**src/rtl/el_correlator_energy_if.sv**
```systemverilog
// el_correlator_energy_if: sample/chip/dump inputs and energy outputs of the correlator (pp only with CORR_PROMPT_EN)
interface el_correlator_energy_if #(
  parameter int SAMPLE_W = 8
);
  logic                       sample_valid;
  logic signed [SAMPLE_W-1:0] i_sample;
  logic signed [SAMPLE_W-1:0] q_sample;
  logic                       code_e;
  logic                       code_p;
  logic                       code_l;
  logic                       dump;
  logic signed [63:0]         pe;
  logic signed [63:0]         pl;
`ifdef CORR_PROMPT_EN
  logic signed [63:0]         pp;
`endif
  logic                       energy_valid;
  logic                       busy;
  logic                       overrun;
  modport master (
    output sample_valid, i_sample, q_sample, code_e, code_p, code_l, dump,
    input `ifdef CORR_PROMPT_EN pp, `endif pe, pl, energy_valid, busy, overrun
  );
  modport slave (
    input sample_valid, i_sample, q_sample, code_e, code_p, code_l, dump,
    output `ifdef CORR_PROMPT_EN pp, `endif pe, pl, energy_valid, busy, overrun
  );
endinterface

```
**src/rtl/el_correlator_energy.sv**
```systemverilog
// el_correlator_energy: E/L integrate-and-dump correlator with one time-shared squarer; CORR_PROMPT_EN adds the prompt arm
module el_correlator_energy #(
  parameter int SAMPLE_W = 8,
  parameter int ACC_W    = 32
) (
  input logic                   clk,
  input logic                   rst,
  el_correlator_energy_if.slave s
);
`ifdef CORR_PROMPT_EN
  localparam int NA = 6;
  localparam int SW = 3;
`else
  localparam int NA = 4;
  localparam int SW = 2;
`endif
  typedef enum logic [1:0] {IDLE, SQ, OUT} state_t;
  state_t                     state_q, state_d;
  logic [SW-1:0]              step_q, step_d;
  logic signed [ACC_W-1:0]    acc_q [NA];
  logic signed [ACC_W-1:0]    acc_n [NA];
  logic signed [ACC_W-1:0]    snap_q [NA];
  logic [63:0]                sum_q [NA/2];
  logic [63:0]                pe_q, pl_q;
  logic                       ev_q, ov_q;
  logic [NA/2-1:0]            code;
  logic signed [SAMPLE_W-1:0] i_s, q_s;
  logic signed [2*ACC_W-1:0]  prod;
  logic [63:0]                add, sat;
  assign i_s = s.i_sample;
  assign q_s = s.q_sample;
`ifdef CORR_PROMPT_EN
  logic [63:0] pp_q;
  assign code = {s.code_p, s.code_l, s.code_e};
  assign s.pp = pp_q;
`else
  assign code = {s.code_l, s.code_e};
`endif
  // Accumulator order E_I, E_Q, L_I, L_Q, P_I, P_Q matches the squaring step order
  for (genvar g = 0; g < NA; g++) begin : arm
    logic signed [ACC_W-1:0] x;
    assign x = ACC_W'(g % 2 ? q_s : i_s);
    assign acc_n[g] = acc_q[g] + (s.sample_valid ? (code[g/2] ? x : -x) : '0);
  end
  // Squares are non-negative and below 2^63, so bit 63 of the sum flags overflow
  assign prod = snap_q[step_q] * snap_q[step_q];
  assign add  = sum_q[step_q[SW-1:1]] + 64'(prod);
  assign sat  = add[63] ? {1'b0, {63{1'b1}}} : add;
  always_comb begin
    state_d = state_q == IDLE ? (s.dump ? SQ : IDLE) :
              state_q == SQ   ? (step_q == SW'(NA-1) ? OUT : SQ) : IDLE;
    step_d  = state_q == SQ ? step_q + 1'b1 : '0;
  end
  always_ff @(posedge clk or posedge rst) begin
    if (rst) begin
      state_q <= IDLE;
      step_q  <= '0;
      pe_q    <= '0;
      pl_q    <= '0;
`ifdef CORR_PROMPT_EN
      pp_q    <= '0;
`endif
      ev_q    <= 1'b0;
      ov_q    <= 1'b0;
      for (int k = 0; k < NA; k++) acc_q[k] <= '0;
      for (int k = 0; k < NA; k++) snap_q[k] <= '0;
      for (int k = 0; k < NA/2; k++) sum_q[k] <= '0;
    end else begin
      state_q <= state_d;
      step_q  <= step_d;
      ev_q    <= state_q == OUT;
      ov_q    <= ov_q | (s.dump && state_q != IDLE);
      for (int k = 0; k < NA; k++) acc_q[k] <= s.dump ? '0 : acc_n[k];
      if (state_q == IDLE && s.dump) begin
        for (int k = 0; k < NA; k++) snap_q[k] <= acc_n[k];
        for (int k = 0; k < NA/2; k++) sum_q[k] <= '0;
      end
      if (state_q == SQ) sum_q[step_q[SW-1:1]] <= sat;
      if (state_q == OUT) begin
        pe_q <= sum_q[0];
        pl_q <= sum_q[1];
`ifdef CORR_PROMPT_EN
        pp_q <= sum_q[2];
`endif
      end
    end
  end
  assign s.pe           = pe_q;
  assign s.pl           = pl_q;
  assign s.energy_valid = ev_q;
  assign s.busy         = state_q != IDLE;
  assign s.overrun      = ov_q;
endmodule

```
**src/flat_wrapper.sv**
```systemverilog
// flat-port wrapper written by rule: the top's interface ports become plain ports
module el_correlator_energy_flat 
#(
  parameter int SAMPLE_W = 8,
  parameter int ACC_W    = 32
)
  (clk, rst, s_sample_valid, s_i_sample, s_q_sample, s_code_e, s_code_p, s_code_l, s_dump, s_pe, s_pl, s_energy_valid, s_busy, s_overrun);
  el_correlator_energy_if #(.SAMPLE_W(SAMPLE_W)) s_i ();
  input logic clk;
  input logic rst;
  input wire logic [$bits(s_i.sample_valid)-1:0] s_sample_valid;
  input wire logic [$bits(s_i.i_sample)-1:0] s_i_sample;
  input wire logic [$bits(s_i.q_sample)-1:0] s_q_sample;
  input wire logic [$bits(s_i.code_e)-1:0] s_code_e;
  input wire logic [$bits(s_i.code_p)-1:0] s_code_p;
  input wire logic [$bits(s_i.code_l)-1:0] s_code_l;
  input wire logic [$bits(s_i.dump)-1:0] s_dump;
  output wire logic [$bits(s_i.pe)-1:0] s_pe;
  output wire logic [$bits(s_i.pl)-1:0] s_pl;
  output wire logic [$bits(s_i.energy_valid)-1:0] s_energy_valid;
  output wire logic [$bits(s_i.busy)-1:0] s_busy;
  output wire logic [$bits(s_i.overrun)-1:0] s_overrun;
  assign s_i.sample_valid = s_sample_valid;
  assign s_i.i_sample = s_i_sample;
  assign s_i.q_sample = s_q_sample;
  assign s_i.code_e = s_code_e;
  assign s_i.code_p = s_code_p;
  assign s_i.code_l = s_code_l;
  assign s_i.dump = s_dump;
  assign s_pe = s_i.pe;
  assign s_pl = s_i.pl;
  assign s_energy_valid = s_i.energy_valid;
  assign s_busy = s_i.busy;
  assign s_overrun = s_i.overrun;
  el_correlator_energy #(.SAMPLE_W(SAMPLE_W), .ACC_W(ACC_W)) u_core (.clk(clk), .rst(rst), .s(s_i));
endmodule
```
**config.mk**
```make
export PLATFORM = sky130hd
export DESIGN_NAME = el_correlator_energy_flat
export DESIGN_NICKNAME = d
export VERILOG_FILES = /design/src/rtl/el_correlator_energy_if.sv /design/src/rtl/el_correlator_energy.sv /design/src/flat_wrapper.sv
export SDC_FILE = /design/constraint.sdc
export NUM_CORES = 2
export LEC_CHECK = 0
export ABC_AREA = 1
export BUFFER_PORTS_ARGS = -buffer_cell sky130_fd_sc_hd__buf_2
export CAP_MARGIN = 30
export CORE_MARGIN = 2
export CORE_UTILIZATION = 40
export DETAILED_ROUTE_END_ITERATION = 10
export SYNTH_ARGS = -nofsm -noshare
export SYNTH_HDL_FRONTEND = slang
export SYNTH_SLANG_ARGS = --single-unit
```
**constraint.sdc**
```tcl
create_clock -name clk -period 21.2 [get_ports clk]
set_clock_uncertainty 0.1 [all_clocks]
set_input_delay 1.06 -clock clk [delete_from_list [all_inputs] [get_ports clk]]
set_output_delay 1.06 -clock clk [all_outputs]
set_load 0.01 [all_outputs]
```
---- Word level (Yosys, flattened, before mapping) ----
Cells that the tools add are included.
operators by class
  add/subtract/negate cells ............... 8
  multipliers ............................. 1
  order comparisons ....................... 3
  equality and inequality tests ........... 3
  multiplexer cells ....................... 29
  bitwise operators ....................... 3
  reduce and logical (&&, ||, !) cells .... 5
operators with widths
  cell                                                                    number
  32-bit two-way mux                                                      14
  128-bit two-way mux                                                     2
  64-bit two-way mux                                                      4
  32-bit adder                                                            4
  128-bit bitwise mux                                                     1
  64-bit adder                                                            1
  32-bit binary-select mux with 2-bit select                              1
  64-bit demux with 1-bit select                                          1
  32-bit by 32-bit multiplier with 64-bit output                          1
  32-bit negation                                                         2
  63-bit two-way mux                                                      1
  2-bit two-way mux                                                       4
  2-bit equality test (second input constant)                             2
  3-bit greater-or-equal comparator (second input constant)               1
  1-bit logical AND                                                       3
  2-bit inverter with 3-bit output                                        1
  2-bit by 1-bit adder with 2-bit output (second input constant)          1
  2-bit by 1-bit equality test with 1-bit output (second input constant)  1
  2-bit greater-or-equal comparator (second input constant)               1
  2-bit zero test                                                         1
  2-bit by 1-bit < comparator with 1-bit output (second input constant)   1
  1-bit inverter with 2-bit output                                        1
  2-bit nonzero test                                                      1
  1-bit two-way mux                                                       1
  1-bit OR                                                                1
storage, ports and cells
  register bits after elaboration ......... 518
  bits of input ports ..................... 23
  output and inout port bits .............. 131
  word-level logic and storage cells ...... 68

---- Longest topological paths before layout ----
  depth in word-level cells ............... 9
  depth in mapped cells ................... 43
  gate-level depth less buffers ........... 40

---- Worst setup path after synthesis ----
OpenSTA, ideal clock, no wires.
  kind .................................... flip-flop to flip-flop
  start ................................... reg u_core.step_q[0]
  end ..................................... reg u_core.sum_q[8] in the netlist's numbering
  setup time .............................. 0.117 ns
  arrival time ............................ 8.277 ns
  required time ........................... 20.983 ns
  path slack .............................. 12.707 ns
  cell stages (with the launch flop) ...... 38
  path buffers ............................ 5
  clock period less this slack ............ 8.493 ns
  path through ............................ dfrtp_1 buf_2 clkinv_2 buf_2 nand2_1 a32oi_1 inv_1 buf_2 buf_1 nor2_1 fa_1 inv_1 fa_1 inv_1 fa_1 inv_1 fa_1 fa_1 [... 2 more ...] inv_1 fa_1 fa_1 inv_1 ha_1 a21oi_1 o21ai_0 a21oi_1 nand2_1 a21oi_1 nand2_2 inv_2 nand2_2 nand2_8 buf_12 nand2_4 nand2_1 nand2_1
between the ends
  word-level cells in the longest chain between the ends .. 9
ends and longest elaborated chain
  item                                                    RTL line                    source
  start: declaration                                      el_correlator_energy.sv:19  logic [SW-1:0] step_q, step_d;
  start signal: assignment                                el_correlator_energy.sv:70  step_q <= step_d;
  2-bit inverter with 3-bit output (not written as such)  el_correlator_energy.sv:46  assign prod = snap_q[step_q] * snap_q[step_q];
  32-bit binary-select mux with 2-bit select              el_correlator_energy.sv:46
  32-bit two-way mux (not written as such) (2 in series)  el_correlator_energy.sv:46
  32-bit by 32-bit multiplier with 64-bit output          el_correlator_energy.sv:46
  64-bit adder                                            el_correlator_energy.sv:47  assign add = sum_q[step_q[SW-1:1]] + 64'(prod);
  63-bit two-way mux                                      el_correlator_energy.sv:48  assign sat = add[63] ? {1'b0, {63{1'b1}}} : add;
  128-bit bitwise mux                                     el_correlator_energy.sv:78  if (state_q == SQ) sum_q[step_q[SW-1:1]] <= sat;
  128-bit two-way mux                                     el_correlator_energy.sv:78
  end signal: indexed assignment                          el_correlator_energy.sv:78
  end: declaration                                        el_correlator_energy.sv:23  logic [63:0] sum_q [NA/2];
No other way between the ends. The select of a mux whose other input is x is not followed.
A chain may end at the register's enable or synchronous reset.

---- Worst setup path in the final report ----
  start ................................... reg u_core.step_q[0]
  end ..................................... reg u_core.sum_q[64] in the netlist's numbering
Same word-level chain as after synthesis.

==> run metrics <==
worst min path class reg -> reg; highest-delay cell along the critical path sky130_fd_sc_hd__clkinv_2; Syn Std Cell Area 68140 sq um; kind of cell adding the most delay to the critical path adder cells; Data arrival, critical path 11.85 ns; peak clock frequency supported by timing 0.08753 GHz; clk root buf sky130_fd_sc_hd__clkbuf_16; Detailed Route WL 216000 microns; cts bufs inserted 60; number of antenna-violating nets in the routed design 0; share of synthesized registers carrying an async set or reset 1.000; clock slew seen by the registers of the worst setup and hold paths 0.06 ns; count of yosys warnings during synthesis 0; final instance area 73350 sq um; maximum number of pins on one net before global-route repair 236; placed wire-length estimate after detailed placement 176400 microns; status completed; CTS H-tree lvls 2; buffer depth of the longest clock path 3; number of placed I/O pins 154; min cycle time layout 11.42 ns; wire length of the first global-routing pass 333200 microns; crit share post-route 0.5389; post-synthesis register bit count 518; DR vias 54010; Post-Place Worst Slack 9.860 ns; synthesized instance count 8451; full die area 173700 sq um; critical path class reg -> reg; number of nets in the finished design 10030; Unique masters post-synth 59; buffers plus inverters on the worst setup path 11; Chip Width 416.7 microns; final hold viol count 0; share of cells above drive strength 1 0.05840; required time of the worst setup path 21.62 ns; syn avg cell area 8.063 sq um; setup repair after global routing missed its margin false; total overflow reported by the global router 0; number of design-rule violations left by the first detailed-router iteration 3847; Maximum Capacitance Violations 0; hold buffer count at cts 0; nets in the synthesized netlist 9984; worst-path fanout max 63; number of antenna diodes 0; layout overhead on the synthesized area 7.639%; Max Transition Viols Final 0; Largest stage delay, worst path 0.83 ns; # fillers 17200; leading register cell type out of synthesis sky130_fd_sc_hd__dfrtp_1; Initial Util 0.4025; global-route usage over all layers 0.2516; chip height 416.7 microns; Hold Worst Slack 0.3652 ns; via count of the first global-routing pass 55600; routed wire length per instance 20.07 microns; number of buffer cells added on primary ports 152; Core ar. 169300 sq um; number of enable flip-flop cells after synthesis 0; transition time at the pin with the least slew margin 1.023 ns; Critical Path End Type flip-flop; clock latency reported for the late side of the worst-skew pair 0.71 ns; first-pass detailed-route iteration total 6; setup-violating endpoint count in the final report 0; count of standard-cell rows 151; RD Place Congestion 0.9472; antenna violations before repair 5; TritonCTS clock tree built; register area share after synthesis 0.1902; max_slew headroom 0.3107; final worst setup slack 9.775 ns; placed cell areas 71230 sq um; post-CTS setup buffer count 0; setup total negative slack 0 ns; number of remaining DRC errors 0; startpoint type of the worst setup path flip-flop; drt via density 5.018; most numerous cell on the critical path sky130_fd_sc_hd__nand2_1; number of gates resized after cts 0; number of sinks handled by clock tree synthesis 518
[per-stage QoR]
| step | instances | util |
|---|---|---|
| 6_report | 10760 | 0.4333 |
| 5_1_grt | 10760 | 0.4333 |
| 4_1_cts | 10760 | 0.4331 |
| 2_1_floorplan | 8451 | - |
| 3_3_place_gp | 10640 | 0.4202 |
| 3_5_place_dp | 10660 | 0.4208 |
[cell usage after synthesis (40+ instances only)]
cell	n	area share
sky130_fd_sc_hd__fa_1	1132	0.33
sky130_fd_sc_hd__xnor2_1	82	0.011
sky130_fd_sc_hd__nand2_1	1921	0.11
sky130_fd_sc_hd__nand2_4	40	0.0066
sky130_fd_sc_hd__xor2_1	63	0.0081
sky130_fd_sc_hd__dfrtp_1	518	0.19
sky130_fd_sc_hd__nor2_1	762	0.042
sky130_fd_sc_hd__nor3_1	49	0.0036
sky130_fd_sc_hd__buf_2	44	0.0032
sky130_fd_sc_hd__a21oi_1	312	0.023
sky130_fd_sc_hd__ha_1	378	0.069
sky130_fd_sc_hd__o21ai_0	355	0.026
sky130_fd_sc_hd__nand4_1	46	0.0042
sky130_fd_sc_hd__clkbuf_1	165	0.0091
sky130_fd_sc_hd__nand3_1	313	0.023
sky130_fd_sc_hd__inv_1	1952	0.11
[routing by layer]
| metal | share of wire | vias to the layer above | wire length, microns | global-route usage |
|---|---|---|---|---|
| li1 | - | 25270 | - | - |
| met1 | 0.41 | 27000 | 89340 | 0.3273 |
| met2 | 0.50 | 1407 | 107600 | 0.4385 |
| met3 | 0.048 | 335 | 10420 | 0.02335 |
| met4 | 0.040 | 0 | 8686 | 0.08690 |
| met5 | 0 | - | 0 | 0 |
[registers in the layout, summed over array words and instances (netlist names)]
signal and cells:
u_core.s.overrun 1, u_core.s.pl 64, u_core.state_q 2, u_core.snap_q 128, u_core.s.energy_valid 1, u_core.step_q 2, u_core.sum_q 128, u_core.acc_q 128
u_core.s.pe 64
[cell families (layout without fill, tap and decap cells)]
| group | after synthesis | in the layout | synth area share |
|---|---|---|---|
| AOI/OAI and AO/OA | 800 | 800 | 0.06520 |
| adders and majority gates | 1510 | 1510 | 0.4020 |
| and+or+nand+nor | 3237 | 3237 | 0.1963 |
| buffers and inverters | 2241 | 2335 | 0.1276 |
| xor gates and xnor gates | 145 | 145 | 0.01864 |
| DFF | 518 | 518 | 0.1902 |
[cell usage in the layout, fill, tap and decap left out, types with 8 or more instances in the layout]
cell type                   Yosys  final
sky130_fd_sc_hd__inv_1       1952   1948
sky130_fd_sc_hd__nand2_1     1921   1921
sky130_fd_sc_hd__fa_1        1132   1132
sky130_fd_sc_hd__nor2_1       762    759
sky130_fd_sc_hd__dfrtp_1      518    516
sky130_fd_sc_hd__ha_1         378    378
sky130_fd_sc_hd__o21ai_0      355    354
sky130_fd_sc_hd__nand3_1      313    313
sky130_fd_sc_hd__a21oi_1      312    312
sky130_fd_sc_hd__buf_2         44    158
sky130_fd_sc_hd__xnor2_1       82     82
sky130_fd_sc_hd__buf_4         11     81
sky130_fd_sc_hd__xor2_1        63     63
sky130_fd_sc_hd__clkbuf_16      0     60
sky130_fd_sc_hd__nor3_1        49     49
sky130_fd_sc_hd__nand4_1       46     46
sky130_fd_sc_hd__nand2_4       40     40
sky130_fd_sc_hd__nand2_2       33     33
sky130_fd_sc_hd__o21bai_1      30     30
sky130_fd_sc_hd__inv_2         24     24
sky130_fd_sc_hd__a21o_1        24     24
sky130_fd_sc_hd__a32oi_1       21     18
sky130_fd_sc_hd__nand3b_1      17     17
sky130_fd_sc_hd__nor2_2        13     13
sky130_fd_sc_hd__clkinv_2       1     11
sky130_fd_sc_hd__a32oi_2        7     10
sky130_fd_sc_hd__o21a_1        10     10
sky130_fd_sc_hd__nor4_1        10     10
sky130_fd_sc_hd__a31oi_1        9      9
sky130_fd_sc_hd__clkbuf_8       5      9
sky130_fd_sc_hd__clkinv_1       7      8
[layout make-up]
| class | count | area (sq um) | area share |
|---|---|---|---|
| clock buffer | 75 | 1648 | 0.02247 |
| sequential | 518 | 12970 | 0.1768 |
| multi-input combinational | 5692 | 46530 | 0.6344 |
| tap | 2218 | 2775 | 0.03784 |
| clock inverter | 32 | 439.2 | 0.005988 |
| inverter | 1984 | 7468 | 0.1018 |
| timing repair buffer | 244 | 1514 | 0.02064 |
[final timing paths]
kind,startpoint,slack [ns],end,depth (start not counted)
worst min register to register,u_core.s.pl[19]$_DFFE_PP0P_,0.37,u_core.s.pl[19]$_DFFE_PP0P_,2
min in group asynchronous,rst,0.41,u_core.sum_q[124]$_DFF_PP0_,2
worst max-delay path,u_core.step_q[0]$_DFF_PP0_,9.78,u_core.sum_q[64]$_DFF_PP0_,36
worst max register to register,u_core.step_q[0]$_DFF_PP0_,9.78,u_core.sum_q[64]$_DFF_PP0_,36
worst min-delay path,u_core.s.pl[19]$_DFFE_PP0P_,0.37,u_core.s.pl[19]$_DFFE_PP0P_,2
max in group asynchronous,rst,18.31,u_core.acc_q[46]$_DFF_PP0_,4
[worst register-to-register path: cells and delay by family, from the launching register on]
kind                     cells  cell delay [ns]
adder cells (fa/ha/maj)      9             4.79
buffers and inverters       11             2.82
AND/OR/NAND/NOR             13             2.30
flip-flops                   1             0.76
AO/OA/AOI/OAI                3             0.50
Power is left out: the tool's default activity adds up to more than one toggle a clock period on the data nets, which glitch-free logic cannot reach.
